**src/rtl/adat_tx_smux.sv**
```systemverilog
`default_nettype none
// ============================================================================
// Module   : adat_tx_smux
// Purpose  : ADAT optical transmitter (256-bit NRZI frames) with normal and
//            S/MUX2 channel mapping, staging buffer and underrun fill.
// Revision : 1.0 - initial release
// ============================================================================

module adat_tx_smux #(
    parameter int SAMPLE_W      = 24,
    parameter int UNDERRUN_MODE = 0
) (
    input  logic                  clk,
    input  logic                  reset_n,
    input  logic                  bit_en,
    input  logic                  smux_req,
    input  logic                  timecode,
    input  logic                  midi,
    input  logic                  in_valid,
    output logic                  in_ready,
    input  logic [8*SAMPLE_W-1:0] in_data,
    output logic                  bitstream_out,
    output logic                  frame_start,
    output logic                  smux_active,
    output logic                  underrun
);

    localparam logic [7:0] c_LAST_BIT = 8'd255;

    logic [255:0]     r_shift;
    logic [7:0]       r_bit_cnt;
    logic             r_bitstream;
    logic             r_frame_start;
    logic             r_underrun;
    logic             r_smux_active;
    logic             r_stage_full;
    logic             r_stage_half;
    logic [7:0][23:0] r_stage;
    logic [7:0][23:0] r_last;

    logic [7:0][23:0] w_ch;
    logic [7:0][23:0] w_audio;
    logic [255:0]     w_frame;
    logic             w_load;
    logic             w_mode_change;
    logic             w_underrun;
    logic             w_accept;
    logic             w_accept_smux;
    logic             w_half_eff;

    // Samples are left-justified into the 24-bit slot, LSBs zero-filled
    generate
        for (genvar c = 0; c < 8; c++) begin : g_ch
            assign w_ch[c] = 24'(in_data[c*SAMPLE_W +: SAMPLE_W]) << (24 - SAMPLE_W);
        end
    endgenerate

    assign w_load        = bit_en && (r_bit_cnt == c_LAST_BIT);
    assign w_mode_change = smux_req != r_smux_active;
    assign w_underrun    = !r_stage_full || w_mode_change;
    assign w_audio       = !w_underrun ? r_stage :
                           (UNDERRUN_MODE != 0) ? r_last : '0;

    // A set accepted on a load cycle is staged under the mode that load selects
    assign w_accept      = in_valid && !r_stage_full;
    assign w_accept_smux = w_load ? smux_req : r_smux_active;
    assign w_half_eff    = r_stage_half && !(w_load && w_mode_change);

    always_comb begin
        w_frame          = '0;
        w_frame[255:240] = {1'b1, 10'b0, 1'b1, timecode, midi, smux_req, 1'b0};
        for (int s = 0; s < 8; s++) begin
            for (int g = 0; g < 6; g++) begin
                w_frame[239 - 30*s - 5*g]      = 1'b1;
                w_frame[238 - 30*s - 5*g -: 4] = w_audio[s][23 - 4*g -: 4];
            end
        end
    end

    always_ff @(posedge clk or negedge reset_n) begin
        if (!reset_n) begin
            r_shift       <= '0;
            r_bit_cnt     <= c_LAST_BIT;
            r_bitstream   <= 1'b0;
            r_frame_start <= 1'b0;
            r_underrun    <= 1'b0;
            r_smux_active <= 1'b0;
            r_last        <= '0;
        end else begin
            r_frame_start <= w_load;
            r_underrun    <= w_load && w_underrun;
            if (bit_en) begin
                r_bitstream <= r_bitstream ^ r_shift[255];
                r_bit_cnt   <= r_bit_cnt + 8'd1;
                r_shift     <= w_load ? w_frame : {r_shift[254:0], 1'b0};
            end
            if (w_load) begin
                r_smux_active <= smux_req;
                if (!w_underrun) begin
                    r_last <= r_stage;
                end
            end
        end
    end

    always_ff @(posedge clk or negedge reset_n) begin
        if (!reset_n) begin
            r_stage      <= '0;
            r_stage_full <= 1'b0;
            r_stage_half <= 1'b0;
        end else begin
            // A partial S/MUX set A survives an underrun but not a mode change
            if (w_load && (w_mode_change || r_stage_full)) begin
                r_stage_full <= 1'b0;
                r_stage_half <= 1'b0;
            end
            if (w_accept) begin
                if (!w_accept_smux) begin
                    r_stage      <= w_ch;
                    r_stage_full <= 1'b1;
                    r_stage_half <= 1'b0;
                end else if (!w_half_eff) begin
                    for (int c = 0; c < 4; c++) begin
                        r_stage[2*c] <= w_ch[c];
                    end
                    r_stage_half <= 1'b1;
                end else begin
                    for (int c = 0; c < 4; c++) begin
                        r_stage[2*c+1] <= w_ch[c];
                    end
                    r_stage_full <= 1'b1;
                    r_stage_half <= 1'b0;
                end
            end
        end
    end

    assign in_ready      = !r_stage_full;
    assign bitstream_out = r_bitstream;
    assign frame_start   = r_frame_start;
    assign smux_active   = r_smux_active;
    assign underrun      = r_underrun;

endmodule

`default_nettype wire

```
**config.mk**
```make
export PLATFORM = sky130hd
export DESIGN_NAME = adat_tx_smux
export DESIGN_NICKNAME = d
export VERILOG_FILES = /design/src/rtl/adat_tx_smux.sv
export SDC_FILE = /design/constraint.sdc
export NUM_CORES = 1
export LEC_CHECK = 0
export CAP_MARGIN = 25
export CELL_PAD_IN_SITES_DETAIL_PLACEMENT = 0
export CELL_PAD_IN_SITES_GLOBAL_PLACEMENT = 2
export CORE_UTILIZATION = 37
export DETAILED_ROUTE_END_ITERATION = 16
export PLACE_DENSITY_LB_ADDON = 0.12
export REMOVE_ABC_BUFFERS = 1
export SYNTH_ARGS = -nofsm -noshare
export SYNTH_HDL_FRONTEND = slang
export SYNTH_SLANG_ARGS = --single-unit
```
**constraint.sdc**
```tcl
create_clock -name clk -period 3.4 [get_ports clk]
set_clock_uncertainty 0.2 [all_clocks]
set_input_delay 0.51 -clock clk [delete_from_list [all_inputs] [get_ports clk]]
set_output_delay 0.51 -clock clk [all_outputs]
set_load 0.01 [all_outputs]
```
==> out/metrics.cfg, run 1 <==
[outcome]
status=completed

[cts]
cts_root_buf=clkbuf_16
cts_tree=built
clkSlewWorstSetupHoldPaths_ns=0.06
htreeDepth=2
clock_insertion_delay_worst_skew_ns=0.61
tritoncts_num_sinks=462
cts.path.max_buffers=3
post-cts-setup-buffers=0
ctsResizeCount=0
cts.hold.buffers_added=1
cts_made_buffers=53

[global_routing]
grtUsageMet2=0.369
antenna_found_initial=0
grt_use_total=0.232
globalRouteMet3Util=0.0321
global_route.usage.met1=0.327
grt_max_degree=218
grt_overflow_total=0
grt_pass1_vias=17393
grt_most_used_layer=met2
grt_pass1_wl_um=103000

[final_layout]
finalInstanceArea_um2=25000
reg_top3=r_shift x256, r_stage x192, r_bit_cnt x8
final_net_count=2370
layout-drive-gt1-share=0.0787
insertedDiodeCount=0
largest_reg_flops=256
syn_to_final_growth_pct=21.8
largest_register=r_shift
final.fill_count=5295
finish.cell_count_without_fillers=2906

[floorplan]
core_area_um2=54200
floorplan.initialDensity=0.378
floorplan.die.height_um=237
std_cell_rows=85
die_width_um=237
io_pins=204
design.die.area_um2=56300

[setup_path]
end_kind=flop
start_to_end_type_of_the_worst_setup_path=reg -> reg
worst-path-max-fanout=27
arrival_ns=3.06
worst_ep_required_ns=3.68
worstSetupStartpointType=flop

[routing]
dr_total_vias=17155
remaining_drc_errors=0
drt-vias-per-instance=5.90
dr.pass1.iters=5
detail_route.wl_per_cell_um=22.5
ant_nets=0
drt_iter0_drc=1424
postRouteWirelength_um=65300

[yosys]
synth_seq_cells=462
syn_avg_cell_area_um2=9.83
postSynthCellCount=2085
seq_area_frac_synth=0.564
post_synth_num_cell_types=39
mappedNetlistArea_um2=20500
synthesis.yosys.warnings=0

[hold_path]
hold_path.class=in -> reg

[pwr]
p_per_cell_area_nw_per_um2=641
static_leakage_power_nw=9.66
max-vdd-ir-drop_mv=0.385

[placed_design]
gp_congestion=0.773
port_buffers=203
dp.final_hpwl_um=36600
place.detailed.instances=2810
postPlaceCellArea_um2=23300

[timing]
rsz0062_at_grt=false
post-route-min-period_ns=2.79
setup_viol_count_final=0
report.final.hold_viol_count=0
slew_viol_final=0
timing.final.crit_share=0.819
actual_slew_at_the_worst_max_slew_pin_ns=1.03
slew-limit-headroom=0.316
max_freq_mhz=359

[run]
maxCapViolations=0

==> cell usage after synthesis, drive strengths merged <==
| cell type | instances | area, um2 |
|---|---|---|
| nand4 | 5 | 37.5 |
| clkbuf | 161 | 606 |
| xnor2 | 8 | 70.1 |
| or3 | 1 | 6.26 |
| dfstp | 8 | 210 |
| o21ai | 181 | 906 |
| a21o | 1 | 7.51 |
| nor3 | 1 | 10.0 |
| a221oi | 1 | 8.76 |
| mux2i | 49 | 490 |
| mux2 | 25 | 282 |
| a311oi | 1 | 8.76 |
| and3 | 1 | 6.26 |
| ha | 1 | 12.5 |
| nor2 | 197 | 739 |
| a31oi | 268 | 1680 |
| nand3b | 1 | 7.51 |
| nand2 | 61 | 229 |
| xor2 | 2 | 17.5 |
| nand3 | 108 | 541 |
| nor2b | 2 | 12.5 |
| inv | 16 | 60.1 |
| o31ai | 1 | 7.51 |
| o311ai | 1 | 26.3 |
| a21oi | 265 | 1330 |
| a22oi | 191 | 1430 |
| o211ai | 1 | 7.51 |
| and2 | 1 | 6.26 |
| nor3b | 1 | 7.51 |
| dfrtp | 454 | 11400 |
| buf | 68 | 348 |
| and4 | 3 | 26.3 |
==> power breakdown <==
part	leakage (nW)	switching, mW	internal (mW)	total [mW]
logic	4.00	1.19	1.32	2.51
clock network	0.827	2.30	3.27	5.57
registers	4.84	0.919	7.00	7.92
total	9.66	4.42	11.6	16.0
==> cell usage in the layout (no fill, tap or decap), types with 11 or more instances in the layout <==
master / instances
a31oi_1: 268
clkdlybuf4s50_1: 201
mux2_2: 23
dfrtp_1: 454
clkbuf_8: 11
inv_1: 16
o21ai_0: 173
buf_12: 29
clkbuf_1: 20
mux2i_1: 49
nor2_1: 197
nand3_1: 108
a22oi_1: 191
nand2_1: 60
buf_4: 26
a21oi_1: 264
clkbuf_16: 55
==> worst max-delay path, cell delays in order, from the launching register on <==
cell	delay, ns
dfstp_2	0.55
ha_1	0.20
nand4_2	0.29
o311ai_4	0.40
and2_4	0.38
buf_12	0.25
mux2_2	0.36
==> layer usage <==
metal | up-vias | share of wire
met4 | 0 | 0.023
met2 | 506 | 0.46
met3 | 92 | 0.051
met1 | 8661 | 0.46
li1 | 7896 | -
met5 | - | 0
==> final cells by class <==
cell class	instances	area (um2)	area share
timing repair buffer	259	2830	0.113
clock buffer	86	1600	0.0642
inverter	16	60.1	0.00240
multi-input combinational	1378	7970	0.319
sequential	462	11600	0.463
tap	696	871	0.0349
clock inverter	9	73.8	0.00296
==> final timing paths <==
path / from / cells after the start / to / slack [ns]
hold / removal: bit_en / 2 / r_shift[107] / 0.04
hold reg to reg: bitstream_out / 1 / bitstream_out / 0.28
setup reg to reg: r_bit_cnt[0] / 6 / r_stage[13] / 0.61
setup / recovery: r_bit_cnt[0] / 6 / r_stage[13] / 0.61
max in group asynchronous: reset_n / 4 / r_shift[105] / 1.77
min in group asynchronous: reset_n / 2 / r_stage[137] / 0.28
==> logic make-up (layout without fill, tap and decap cells) <==
logic type | count (synthesis) | in the layout | share of synthesized area
compound gates | 911 | 911 | 0.264
flops | 462 | 462 | 0.564
fa+ha+maj | 1 | 1 | 0.000610
mux | 74 | 74 | 0.0377
buf+inv | 245 | 370 | 0.0494
xor+xnor | 10 | 10 | 0.00427
simple gates | 382 | 382 | 0.0795
==> per-stage QoR <==
| step | setup slack, ns | hold slack [ns] | TNS, ns | utilization | total power [mW] |
|---|---|---|---|---|---|
| 2_1_floorplan | -5.24 | 0.0144 | -1594.33 | - | 9.39 |
| 3_3_place_gp | 0.496 | 0.268 | 0 | 0.429 | 10.4 |
| 3_5_place_dp | 0.440 | 0.275 | 0 | 0.429 | 10.5 |
| 4_1_cts | 0.599 | 0.00409 | 0 | 0.460 | 16.2 |
| 5_1_grt | 0.509 | 0.0371 | 0 | 0.460 | 16.9 |
| 6_report | 0.614 | 0.0410 | 0 | 0.460 | 16.0 |
Note: power is estimated with default switching activity, not from simulation.
==> run 2, diff against run 1 <==
--- a/config.mk
+++ b/config.mk
@@ -8,7 +8,7 @@
 export CAP_MARGIN = 25
 export CELL_PAD_IN_SITES_DETAIL_PLACEMENT = 0
 export CELL_PAD_IN_SITES_GLOBAL_PLACEMENT = 2
-export CORE_UTILIZATION = 37
+export CORE_UTILIZATION = 33
 export DETAILED_ROUTE_END_ITERATION = 16
 export PLACE_DENSITY_LB_ADDON = 0.12
 export REMOVE_ABC_BUFFERS = 1
==> constraint.sdc (replaced) <==
create_clock -name clk -period 2.5 [get_ports clk]
set_clock_uncertainty 0.2 [all_clocks]
set_input_delay 0.375 -clock clk [delete_from_list [all_inputs] [get_ports clk]]
set_output_delay 0.375 -clock clk [all_outputs]
set_load 0.01 [all_outputs]
==> out/metrics.cfg, run 2 (synthesis gave the netlist of run 1 again) <==
[outcome]
status=completed

[setup_path]
end_kind=flop
start_to_end_type_of_the_worst_setup_path=reg -> reg
arrival_ns=2.73
worst_ep_required_ns=2.79
worst-path-max-fanout=15
worstSetupStartpointType=flop

[timing]
max_freq_mhz=409
post-route-min-period_ns=2.44
actual_slew_at_the_worst_max_slew_pin_ns=0.731
slew-limit-headroom=0.513
report.final.hold_viol_count=0
setup_viol_count_final=0
rsz0062_at_grt=true
slew_viol_final=0
hold_slack_ns=0.0839
timing.final.crit_share=0.978

[routing]
drt-vias-per-instance=5.68
ant_nets=0
drt_iter0_drc=1275
dr_total_vias=17464
postRouteWirelength_um=71000
dr.pass1.iters=8
remaining_drc_errors=0
detail_route.wl_per_cell_um=23.1

[final_layout]
final_net_count=2450
insertedDiodeCount=0
syn_to_final_growth_pct=27.7
final_common_cell=dfrtp_1
largest_reg_flops=256
final.fill_count=5926
layout-drive-gt1-share=0.112
most-common-layout-cells=454 x dfrtp_1, 268 x a31oi_1, 262 x a21oi_1, 201 x clkdlybuf4s50_1, 197 x nor2_1
reg_top3=r_shift x256, r_stage x192, r_bit_cnt x8
finalInstanceArea_um2=26200
largest_register=r_shift
finish.cell_count_without_fillers=3077

[cts]
clock_insertion_delay_worst_skew_ns=0.60
tritoncts_num_sinks=462
htreeDepth=2
cts_made_buffers=54
cts_root_buf=clkbuf_16
cts.path.max_buffers=3
cts_tree=built
clkSlewWorstSetupHoldPaths_ns=0.06

[floorplan]
floorplan.die.height_um=251
die_width_um=251
design.die.area_um2=63100
std_cell_rows=90
io_pins=204
floorplan.initialDensity=0.337
core_area_um2=60800

[pwr]
static_leakage_power_nw=10.2
p_per_cell_area_nw_per_um2=839
max-vdd-ir-drop_mv=0.580

[placed_design]
place.detailed.instances=2954
port_buffers=203
gp_congestion=0.758
dp.final_hpwl_um=42500
postPlaceCellArea_um2=24100

[global_routing]
grt_use_total=0.221
grt_pass1_wl_um=109000
grt_max_degree=149
grt_pass1_vias=17812
grt_overflow_total=0
antenna_found_initial=1

[hold_path]
hold_path.class=in -> reg

[run]
maxCapViolations=0

==> run 2: what timing repair did <==
item                                   4_1_cts  5_1_grt
pin swaps                                    3        2
hold buffers                                 1        0
cloned                                       1        7
setup endpoints to repair                   40      120
setup buffers                                4       10
gates resized for setup                      4        8
endpoints found under the hold margin       94        0
==> run 2: final cells by class <==
class                   instances  area (um2)  share of cell area
clock buffers                  92        1640              0.0626
clock inverters                 9        45.0             0.00172
inverters                      16        60.1             0.00229
multi-input cells            1378        8000               0.306
flip-flops and latches        462       11600               0.442
well taps                     782         978              0.0374
repair buffers                338        3880               0.148
==> run 2: worst max-delay path, stage by stage, from the launching register on <==
cell and delay (ns):
dfstp_2 0.57, ha_4 0.16, and4_2 0.29, nand4_1 0.21, buf_12 0.21, and3_4 0.20, buf_4 0.15, clkbuf_16 0.19
a21o_1 0.16
==> run 2: where the power goes <==
group          leakage (nW)  internal (mW)  switching, mW
Sequential             4.84           9.52           1.26
Clock                 0.827           4.42           3.19
Combinational          4.53           1.89           1.69
Total                  10.2           15.8           6.14
==> run 2: stage by stage <==
stage / worst slack, ns / setup TNS, ns / utilization / power, mW
final: 0.0554 / 0 / 0.430 / 22.0
after global routing: -0.0101 / -0.0291 / 0.430 / 23.2
after CTS: 0.00284 / 0 / 0.426 / 22.1
after detailed placement: -0.0864 / -4.68 / 0.397 / 14.4
after global placement: -0.0388 / -0.655 / 0.397 / 14.2
after floorplan: -6.14 / -2001.75 / - / 12.8
==> run 2: metal layers <==
metal / GRT usage / part of all wire
met5: 0 / 0
met4: 0.0620 / 0.019
met3: 0.0286 / 0.051
met2: 0.353 / 0.46
met1: 0.315 / 0.47
==> run 2: final timing paths <==
check / start / end / slack (ns) / cells past startpoint
min: bit_en / r_bit_cnt[4] / 0.08 / 4
max in group asynchronous: reset_n / r_shift[27] / 1.09 / 4
min in group asynchronous: reset_n / r_stage[111] / 0.15 / 2
max reg2reg: r_bit_cnt[0] / r_stage_full / 0.06 / 8
min reg2reg: bitstream_out / bitstream_out / 0.29 / 1
max: r_bit_cnt[0] / r_stage_full / 0.06 / 8
==> run 3, diff against run 2 <==
--- a/config.mk
+++ b/config.mk
@@ -12,6 +12,7 @@
 export DETAILED_ROUTE_END_ITERATION = 16
 export PLACE_DENSITY_LB_ADDON = 0.12
 export REMOVE_ABC_BUFFERS = 1
+export SLEW_MARGIN = 30
 export SYNTH_ARGS = -nofsm -noshare
 export SYNTH_HDL_FRONTEND = slang
 export SYNTH_SLANG_ARGS = --single-unit
==> results of run 3 <==
Final layout, timing and power as in run 2 (identical DEF).
==> edit: new RTL, settings of run 3 <==
Make the reset (`reset_n`) synchronous in 2 clocked blocks.
--- a/src/rtl/adat_tx_smux.sv
+++ b/src/rtl/adat_tx_smux.sv
@@ -79,3 +79,3 @@
 
-    always_ff @(posedge clk or negedge reset_n) begin
+    always_ff @(posedge clk) begin
         if (!reset_n) begin
@@ -105,3 +105,3 @@
 
-    always_ff @(posedge clk or negedge reset_n) begin
+    always_ff @(posedge clk) begin
         if (!reset_n) begin
Function: differs if reset_n is asserted again (counterexample within 4 cycles, from zero or initial values and one cycle with reset_n low); with reset_n held inactive, the same outputs for 4 cycles.
==> edit against run 3 <==
Sequential cell count did not move; wire length increased by 4.0%; power down 6.5%; worst setup slack improved by 0.057 ns; hold slack worse by 0.024 ns; cell area is 5.3% lower; area after synthesis down 4.3%; count of clock-buffer cells in the layout decreased by 13; critical path type is now register to output pin; largest power group unchanged; highest routed layer unchanged.
==> edit: results (changes against run 3) <==
- The flow ran to the end, and the final reports show no timing, DRC or antenna violations.
- DP Wirelength: 41.8 mm (-1.6%)
* Actual slew at the worst max-slew pin: 0.888 ns (+0.157 ns)
* Cell class contributing the biggest share of worst-path delay: buffers and inverters
- The overall global routing resource usage is 23.4% (+1.3 points).
- The number of cells in the finished layout apart from fillers is 3,336 (+8.4%).
- Ranked by total cell area, the synthesized netlist is headed by dfxtp_1 47%, a31oi_1 9.2%, o21ai_0 9.1%.
- The largest fanout on the critical path is 6 (-9).
- Worst endpoint data arrival time: 1.81 ns (-0.92 ns)
- The count of cells along the worst register-to-register path was 8 (unchanged).
- The wire length after detailed routing came to 73.9 mm (+4.0%).
* Post-layout net count: 2,728 (+11%)
- Post-placement setup slack: 0.0490 ns (+0.135 ns)
- Counting instances in the post-synthesis netlist gives the leading cell types as 462 x dfxtp_1, 396 x nand2_1, 356 x o21ai_0, 288 x a31oi_1, 208 x nand3_1.
- 1st-pass router iterations: 6 (-2)
- In this run the worst setup path terminates at smux_active.
* Launching instance or port of the critical path: smux_active
- Average size of a mapped cell: 8.01 um^2 (-18%)
* Slowest-stage cell, CP: clkdlybuf4s50_1
* Maximum single-stage delay on the critical path: 0.63 ns (+0.06 ns)
- Met3 track demand over resource: 3.51% (+0.66 points)
- The routability congestion estimate was 0.759 (about the same).
- The initial antenna violation count was 0 (-1).
- Portion of the post-synthesis area used by sequential elements: 47.1% (-9.3 points)
- The leakage power figure was 0.00863 uW (-15%).
* Async set-reset flop share out of synthesis: 0% (-100 points)
- The minimum setup slack among reg-to-reg paths came to 0.11 ns (+0.06 ns).
* Origin of the critical flop-to-flop path: r_bit_cnt[0]
* Max H-tree Level: 2 (unchanged)
- CTS buffer count: 53 (-1.9%)
- VDD IR max: 0.475 mV (-18%)
* Via total after detailed routing: 19,400 (+11%)
- Worst r2r dst: r_stage[125]
- The global-route wire length before repair was 112 mm (+2.2%).
- Worst Hold Path EP: r_shift[31]
- The final cycle utilization of the critical path came to 95.5% (-2.3 points).
- Number of DRC markers in iteration 0: 1,552 (+22%)
- Number of cells traversed by the worst hold path: 3 (-1)
* Layout cell share with drive strength beyond 1: 8.23% (-3.0 points)
- Fillers: 5,975 (+0.83%)
- The fraction of synthesized cell area taken by the top area cell type was 47.1% (-8.3 points).
* Largest net degree at the start of global routing: 166 (+11%)
- The number of placed instances, taps included is 3,231 (+9.4%).
- The fraction of met2 tracks used by global routing came to 38.0% (+2.8 points).
[edit: changes by cell type in the layout (fill, tap and decap cells not counted), sizes merged, moves of 96 or more]
cell	run 3	this run
dfrtp	454	0
o21ai	181	366
a22oi	191	0
o41ai	0	96
a21oi	265	163
nor2	197	60
nand3	108	208
dfxtp	0	462
nand2	61	396
[edit: cells by family after synthesis]
group | share of synthesized area (%)
compound gates | 30.6
xor+xnor | 0.357
fa+ha+maj | 0.0638
buf+inv | 6.56
flops | 47.1
mux | 0.0510
simple gates | 15.2
[edit: power breakdown]
group / switching, uW / leakage, uW / internal, uW / total (uW)
clock network: 3170 / 0.000838 / 4580 / 7750
registers: 448 / 0.00382 / 8190 / 8640
logic: 2510 / 0.00397 / 1650 / 4160
[edit: through the flow]
stage | hold slack, ns | TNS, ns | instance area (um^2) | total power (uW)
finish | 0.0604 | 0 | 24800 | 20500
global placement | 0.253 | 0 | 22900 | 12800
floorplan | 0.237 | -1807.86 | 18300 | 10800
detailed placement | 0.258 | 0 | 22900 | 12800
global route | 0.0504 | 0 | 24800 | 21500
CTS | 0.0313 | 0 | 24600 | 20600
[edit: routing by layer]
metal	wire length [um]	up-vias
met1	34000	9458
met2	34200	607
met4	1520	0
li1	-	9203
met3	4160	113
met5	0	-
[edit: final cells by class]
class	instances	share of cell area [%]
multi-input combinational	1692	37.1
timing repair buffer	315	14.8
sequential	462	37.3
inverter	4	0.0707
tap	773	3.90
clock buffer	79	6.31
clock inverter	11	0.535
[edit: repair_timing]
action / in CTS / in global routing
hold buffers: 1 / 0
endpoints found under the setup margin: 0 / 21
gates resized for setup: 0 / 7
buffers inserted: 0 / 9
endpoints found under the hold margin: 27 / 0
